<file path="config.mk">
export PLATFORM = sky130hd
export DESIGN_NAME = seq_div4_unit_flat
export DESIGN_NICKNAME = d
export VERILOG_FILES = /design/src/rtl/seq_div4_unit_if.sv /design/src/rtl/seq_div4_unit.sv /design/src/flat_wrapper.sv
export SDC_FILE = /design/constraint.sdc
export NUM_CORES = 1
export LEC_CHECK = 0
export BUFFER_PORTS_ARGS = -buffer_cell sky130_fd_sc_hd__buf_2
export CAP_MARGIN = 30
export CORE_MARGIN = 2
export CORE_UTILIZATION = 47
export CTS_CLUSTER_DIAMETER = 40
export DETAILED_ROUTE_END_ITERATION = 8
export MAX_ROUTING_LAYER = met4
export PLACE_DENSITY = 0.69
export SETUP_SLACK_MARGIN = 0.3
export SYNTH_ARGS = -nofsm -noshare
export SYNTH_HDL_FRONTEND = slang
export SYNTH_SLANG_ARGS = --single-unit
export TNS_END_PERCENT = 30
</file>
<file path="constraint.sdc">
create_clock -name CLK -period 3 [get_ports CLK]
set_input_delay 0.45 -clock CLK [delete_from_list [all_inputs] [get_ports CLK]]
set_output_delay 0.45 -clock CLK [all_outputs]
set_load 0.03 [all_outputs]
</file>
<file path="src/rtl/seq_div4_unit_if.sv">
// Handshake and operand/result bundle for the sequential restoring divider.
// The master side (ALU controller) drives E/START/Ain/Bin; the slave side
// (the divider) returns Q/R/BUSY/DONE/DZ.
interface seq_div4_unit_if #(
    parameter int WIDTH = 4
);
    logic             E;
    logic             START;
    logic [WIDTH-1:0] Ain;
    logic [WIDTH-1:0] Bin;
    logic [WIDTH-1:0] Q;
    logic [WIDTH-1:0] R;
    logic             BUSY;
    logic             DONE;
    logic             DZ;

    modport master (
        output E, START, Ain, Bin,
        input  Q, R, BUSY, DONE, DZ
    );

    modport slave (
        input  E, START, Ain, Bin,
        output Q, R, BUSY, DONE, DZ
    );
endinterface

</file>
<file path="src/rtl/seq_div4_unit.sv">
// Multi-cycle restoring divider: one quotient bit per enabled clock, with a
// START/BUSY/DONE handshake. Divide-by-zero skips the iteration and reports
// Q=all ones, R=Ain, DZ=1.
// Optional macro SEQ_DIV_SIGNED_EN: two's complement operands; magnitudes run
// through the same unsigned core and signs are fixed on the FIN load.
module seq_div4_unit #(
    parameter int WIDTH = 4
) (
    input  logic           CLK,
    input  logic           RST_N,
    seq_div4_unit_if.slave bus
);
    localparam logic [1:0] S_IDLE = 2'd0;
    localparam logic [1:0] S_RUN  = 2'd1;
    localparam logic [1:0] S_FIN  = 2'd2;

    localparam int              CNT_W    = (WIDTH > 2) ? $clog2(WIDTH) : 1;
    localparam logic [CNT_W-1:0] CNT_LAST = CNT_W'(WIDTH - 1);

`ifdef SEQ_DIV_SIGNED_EN
    function automatic logic [WIDTH-1:0] mag_of(input logic signed [WIDTH-1:0] v);
        logic signed [WIDTH-1:0] neg_v;
        neg_v = -v;
        return v[WIDTH-1] ? $unsigned(neg_v) : $unsigned(v);
    endfunction

    function automatic logic [WIDTH-1:0] apply_sign(input logic [WIDTH-1:0] mag,
                                                    input logic neg);
        logic signed [WIDTH-1:0] s;
        logic signed [WIDTH-1:0] neg_s;
        s     = $signed(mag);
        neg_s = -s;
        return neg ? $unsigned(neg_s) : mag;
    endfunction
`endif

    logic [1:0]       state_q, state_d;
    logic [CNT_W-1:0] cnt_q, cnt_d;
    logic [WIDTH-1:0] rem_q, rem_d;
    logic [WIDTH-1:0] dvd_q, dvd_d;
    logic [WIDTH-1:0] dvs_q, dvs_d;
    logic [WIDTH-1:0] q_q, q_d;
    logic [WIDTH-1:0] r_q, r_d;
    logic             dz_q, dz_d;
    logic             busy_q, busy_d;
    logic             done_q, done_d;
`ifdef SEQ_DIV_SIGNED_EN
    logic             neg_q_q, neg_q_d;
    logic             neg_r_q, neg_r_d;
`endif

    logic [WIDTH:0]   rem_sh;
    logic [WIDTH:0]   trial;
    logic             no_borrow;
    logic [WIDTH-1:0] rem_nx;
    logic [WIDTH-1:0] dvd_nx;
    logic [WIDTH-1:0] a_mag;
    logic [WIDTH-1:0] b_mag;
    logic [WIDTH-1:0] q_fin;
    logic [WIDTH-1:0] r_fin;

    // One restoring step plus operand magnitude and final result shaping.
    always_comb begin
        // Since rem_q < divisor, the shifted remainder is below 2*divisor, so a
        // WIDTH+1-bit difference has its top bit set exactly when it borrows.
        rem_sh    = {rem_q, dvd_q[WIDTH-1]};
        trial     = rem_sh - {1'b0, dvs_q};
        no_borrow = ~trial[WIDTH];
        rem_nx    = no_borrow ? trial[WIDTH-1:0] : rem_sh[WIDTH-1:0];
        dvd_nx    = {dvd_q[WIDTH-2:0], no_borrow};
`ifdef SEQ_DIV_SIGNED_EN
        a_mag = mag_of(bus.Ain);
        b_mag = mag_of(bus.Bin);
        q_fin = apply_sign(dvd_nx, neg_q_q);
        r_fin = apply_sign(rem_nx, neg_r_q);
`else
        a_mag = bus.Ain;
        b_mag = bus.Bin;
        q_fin = dvd_nx;
        r_fin = rem_nx;
`endif
    end

    // Control FSM: accept in IDLE, iterate in RUN, present result in FIN.
    always_comb begin
        state_d = state_q;
        cnt_d   = cnt_q;
        rem_d   = rem_q;
        dvd_d   = dvd_q;
        dvs_d   = dvs_q;
        q_d     = q_q;
        r_d     = r_q;
        dz_d    = dz_q;
        busy_d  = busy_q;
        done_d  = done_q;
`ifdef SEQ_DIV_SIGNED_EN
        neg_q_d = neg_q_q;
        neg_r_d = neg_r_q;
`endif
        case (state_q)
            S_IDLE: begin
                busy_d = 1'b0;
                done_d = 1'b0;
                if (bus.E && bus.START) begin
                    dvd_d  = a_mag;
                    dvs_d  = b_mag;
                    rem_d  = '0;
                    cnt_d  = '0;
                    busy_d = 1'b1;
`ifdef SEQ_DIV_SIGNED_EN
                    neg_q_d = bus.Ain[WIDTH-1] ^ bus.Bin[WIDTH-1];
                    neg_r_d = bus.Ain[WIDTH-1];
`endif
                    if (bus.Bin == '0) begin
                        // Divide by zero: result is known now, go straight to FIN.
                        q_d     = '1;
                        r_d     = bus.Ain;
                        dz_d    = 1'b1;
                        done_d  = 1'b1;
                        state_d = S_FIN;
                    end else begin
                        state_d = S_RUN;
                    end
                end
            end
            S_RUN: begin
                if (bus.E) begin
                    rem_d = rem_nx;
                    dvd_d = dvd_nx;
                    cnt_d = cnt_q + 1'b1;
                    if (cnt_q == CNT_LAST) begin
                        q_d     = q_fin;
                        r_d     = r_fin;
                        dz_d    = 1'b0;
                        done_d  = 1'b1;
                        state_d = S_FIN;
                    end
                end
            end
            S_FIN: begin
                if (bus.E) begin
                    busy_d  = 1'b0;
                    done_d  = 1'b0;
                    state_d = S_IDLE;
                end
            end
            default: begin
                busy_d  = 1'b0;
                done_d  = 1'b0;
                state_d = S_IDLE;
            end
        endcase
    end

    // State registers with synchronous active-low reset clearing everything.
    always_ff @(posedge CLK) begin
        if (!RST_N) begin
            state_q <= S_IDLE;
            cnt_q   <= '0;
            rem_q   <= '0;
            dvd_q   <= '0;
            dvs_q   <= '0;
            q_q     <= '0;
            r_q     <= '0;
            dz_q    <= 1'b0;
            busy_q  <= 1'b0;
            done_q  <= 1'b0;
`ifdef SEQ_DIV_SIGNED_EN
            neg_q_q <= 1'b0;
            neg_r_q <= 1'b0;
`endif
        end else begin
            state_q <= state_d;
            cnt_q   <= cnt_d;
            rem_q   <= rem_d;
            dvd_q   <= dvd_d;
            dvs_q   <= dvs_d;
            q_q     <= q_d;
            r_q     <= r_d;
            dz_q    <= dz_d;
            busy_q  <= busy_d;
            done_q  <= done_d;
`ifdef SEQ_DIV_SIGNED_EN
            neg_q_q <= neg_q_d;
            neg_r_q <= neg_r_d;
`endif
        end
    end

    assign bus.Q    = q_q;
    assign bus.R    = r_q;
    assign bus.DZ   = dz_q;
    assign bus.BUSY = busy_q;
    assign bus.DONE = done_q;
endmodule
</file>
<file path="src/flat_wrapper.sv">
// flat-port wrapper written by rule: the top's interface ports become plain ports
module seq_div4_unit_flat 
#(
    parameter int WIDTH = 4
)
  (CLK, RST_N, bus_E, bus_START, bus_Ain, bus_Bin, bus_Q, bus_R, bus_BUSY, bus_DONE, bus_DZ);
  seq_div4_unit_if #(.WIDTH(WIDTH)) bus_i ();
  input  logic CLK;
  input  logic RST_N;
  input wire logic [$bits(bus_i.E)-1:0] bus_E;
  input wire logic [$bits(bus_i.START)-1:0] bus_START;
  input wire logic [$bits(bus_i.Ain)-1:0] bus_Ain;
  input wire logic [$bits(bus_i.Bin)-1:0] bus_Bin;
  output wire logic [$bits(bus_i.Q)-1:0] bus_Q;
  output wire logic [$bits(bus_i.R)-1:0] bus_R;
  output wire logic [$bits(bus_i.BUSY)-1:0] bus_BUSY;
  output wire logic [$bits(bus_i.DONE)-1:0] bus_DONE;
  output wire logic [$bits(bus_i.DZ)-1:0] bus_DZ;
  assign bus_i.E = bus_E;
  assign bus_i.START = bus_START;
  assign bus_i.Ain = bus_Ain;
  assign bus_i.Bin = bus_Bin;
  assign bus_Q = bus_i.Q;
  assign bus_R = bus_i.R;
  assign bus_BUSY = bus_i.BUSY;
  assign bus_DONE = bus_i.DONE;
  assign bus_DZ = bus_i.DZ;
  seq_div4_unit #(.WIDTH(WIDTH)) u_core (.CLK(CLK), .RST_N(RST_N), .bus(bus_i));
endmodule
</file>
==> run_results.csv <==
group,metric,value,unit
critical_path,endpoint_kind,"register",
grt,grt_antenna_before_repair,0,
grt,grt_usage,16.9,%
finish,finalNetCount,189,
critical_path,slowest_delay,0.41,ns
pwr,p_per_area,438,nW/µm²
route,routed_wl,2620,µm
critical_path,cp.arrival,2.57,ns
cts,clock_latency,0.33,ns
route,first_pass_iters,4,
timing,setup_violations,0,
grt,grt_pass1_wl,4370,µm
critical_path,worstPathRequired,3.23,ns
pwr,peakVddDrop,279,µV
floorplanning,core,2760,µm²
synth,ys_seq_area_share,39.6,%
route,avgViaCountPerCell,5.55,
cts,clk_path_buf_depth,2,
timing,tns,0,ns
place,place_ws,0.664,ns
critical_path,cp_cell_sequence,"inv_1, ha_1, fa_1, nand2b_1, a21oi_1, xor2_2, mux2i_1, o221ai_1",
timing,setup_ws,0.650,ns
route,num_vias,1116,
critical_path,critical_path_class,"register to register",
synth,syn_inst,152,
synth,synth_area,1360,µm²
critical_path,crit_slowest_cell,"fa_1",
finish,antenna_cells,0,
cts,cts_setup_buffers,0,
timing,worst_slew_pin_slew,0.923,ns
finish,register_area,541,µm²
synth,synth.largest_area_cell,"dfxtp_1",
floorplanning,io-pin-count,23,
cts,cts_resized,0,
synth,synth.area.top_cells,"dfxtp_1 (40%), nand2_1 (5.2%), mux2i_1 (5.1%)",
synth,post-synth-top-count-cell,"dfxtp_1",
cts,ctsRootBufferMaster,"clkbuf_4",
hold_path,hold_class,"input port to register",
timing,period_needed,2.35,ns
pwr,p_leak,0.660,nW
timing,hold_violations,0,
synth,yosysUniqueCellTypes,37,
finish,multiInputGateArea,736,µm²
cts,numCtsBuffers,3,
timing,clock_skew,0.0105,ns
floorplanning,die_area,3350,µm²
synth,ys_top_cells_by_count,"dfxtp_1 (27), nand2_1 (19), nor2_1 (12)",
route,drt_iter0_drc,48,
floorplanning,die_y,57.9,µm
cts,htree_num_levels,1,
place,dp_hpwl,1900,µm
synth,synth_edf_count,0,
grt,grt-ovfl-total,0,
critical_path,start_kind,"register",
critical_path,critPathMaxFanout,8,
grt,grt_max_degree,32,
cts,ctsHoldBuffers,0,
status,status,"finished, final reports clean",
cts,clock-sinks,27,
grt,first_global_vias,1010,
place,port_buffers,22,
place,gp_congestion,0.912,
job,cap_violations,0,
route,route.detailed.drc,0,
timing,timing.fmax,0.426,GHz
timing,slew_viol_final,0,
synth,syn_nets,170,
route,wl_per_cell,13.0,µm
synth,synth_flop_cell,"dfxtp_1",
synth,yosysTopAreaCellShare,39.6,%
synth,ys_seq_elements,27,
finish,num-fill-cells,267,
cts,cts_tree,"done",
cts,clkSlewWorstSetupHoldPaths,0.16,ns
route,antenna_left,0,
floorplanning,start_util,49.5,%
floorplanning,die-width,57.9,µm
synth,yosys_warnings,0,
timing,relSlewSlack,38.4,%
finish,layout-drive-gt1-share,20.0,%
finish,syn2layout_area_growth,9.73,%
synth,async_flop_share,0,%
floorplanning,rows,19,
timing,rsz0062_at_grt,"no",
pwr,finalPower,656,µW
timing,period_share,78.3,%
synth,synth_area_per_cell,8.97,µm²
[critical path: cells and delay by family (launching register included)]
| kind | cells | cell delay (ns) |
|---|---|---|
| buffers and inverters | 1 | 0.06 |
| muxes | 1 | 0.30 |
| and+or+nand+nor | 1 | 0.16 |
| xor gates and xnor gates | 1 | 0.41 |
| adders and majority gates | 2 | 0.61 |
| AOI/OAI and AO/OA | 2 | 0.35 |
| DFF | 1 | 0.36 |
[per-stage QoR]
step	hold slack, ns	cell area [µm²]	util (%)	std cells
after floorplan	0.461	1360	-	152
after CTS	0.372	1500	54.3	201
final	0.372	1500	54.3	201
after global placement	0.482	1470	53.2	197
after detailed placement	0.487	1470	53.2	197
after global routing	0.385	1500	54.3	201
[logic make-up (layout without fill, tap and decap cells)]
| kind of cell | after synthesis | in the layout | synth area share (%) |
|---|---|---|---|
| and+or+nand+nor | 56 | 56 | 21.7 |
| AOI/OAI and AO/OA | 36 | 36 | 18.6 |
| DFF | 27 | 27 | 39.6 |
| buffers and inverters | 17 | 35 | 6.42 |
| muxes | 7 | 7 | 5.14 |
| adders and majority gates | 6 | 6 | 6.06 |
| xor gates and xnor gates | 3 | 3 | 2.48 |
[area by class of cell]
type / instances / area share (%)
multi-input cells: 108 / 49.2
flip-flops and latches: 27 / 36.1
repair buffers: 24 / 8.36
well taps: 31 / 2.59
inverters: 7 / 1.76
clock buffers: 3 / 1.51
clock inverters: 1 / 0.502
[metal layers]
metal,vias up,share of wire (%),GRT usage [%],wire [µm]
met5,-,0,-,0
met4,0,1.3,4.32,35
met3,4,4.5,2.90,117
met2,25,46,27.9,1210
met1,523,48,21.5,1260
li1,564,-,-,-
[worst paths after layout]
path,slack (ns),endpoint,startpoint,cells after the start
max,0.65,u_core.bus.R[2],u_core.dvd_q[3],8
min reg2reg,0.51,u_core.dvd_q[1],u_core.dvd_q[0],2
min,0.37,u_core.bus.R[2],bus_Ain[2],3
max reg2reg,0.65,u_core.bus.R[2],u_core.dvd_q[3],8
[report_power, final]
group,leakage (nW),switching [mW],internal (mW)
sequential,0.219,0.00915,0.371
combinational,0.427,0.0665,0.0460
clock,0.0139,0.112,0.0510
total,0.660,0.187,0.468
[cells in the final DEF, fill, tap and decap left out, types with 4 or more instances in the layout]
cell | Yosys | final
nand3_1 | 5 | 5
mux2i_1 | 7 | 7
nor2_1 | 12 | 12
buf_2 | 1 | 22
o221a_1 | 4 | 4
o22ai_1 | 4 | 4
o21ai_1 | 5 | 5
and2_1 | 4 | 4
inv_1 | 7 | 7
nor2b_1 | 7 | 7
nand2_1 | 19 | 19
a21oi_1 | 8 | 8
a31oi_1 | 4 | 4
dfxtp_1 | 27 | 27
ha_1 | 5 | 5
[flip-flops by register name (all words and copies together) (netlist names)]
| register | flops |
|---|---|
| u_core.rem_q | 4 |
| u_core.bus.Q | 4 |
| u_core.dvs_q | 4 |
| u_core.bus.BUSY | 1 |
| u_core.bus.R | 4 |
| u_core.state_q | 2 |
| u_core.bus.DONE | 1 |
| u_core.cnt_q | 2 |
| u_core.dvd_q | 4 |
| u_core.bus.DZ | 1 |
No activity file was read; power rests on OpenSTA's default activity.
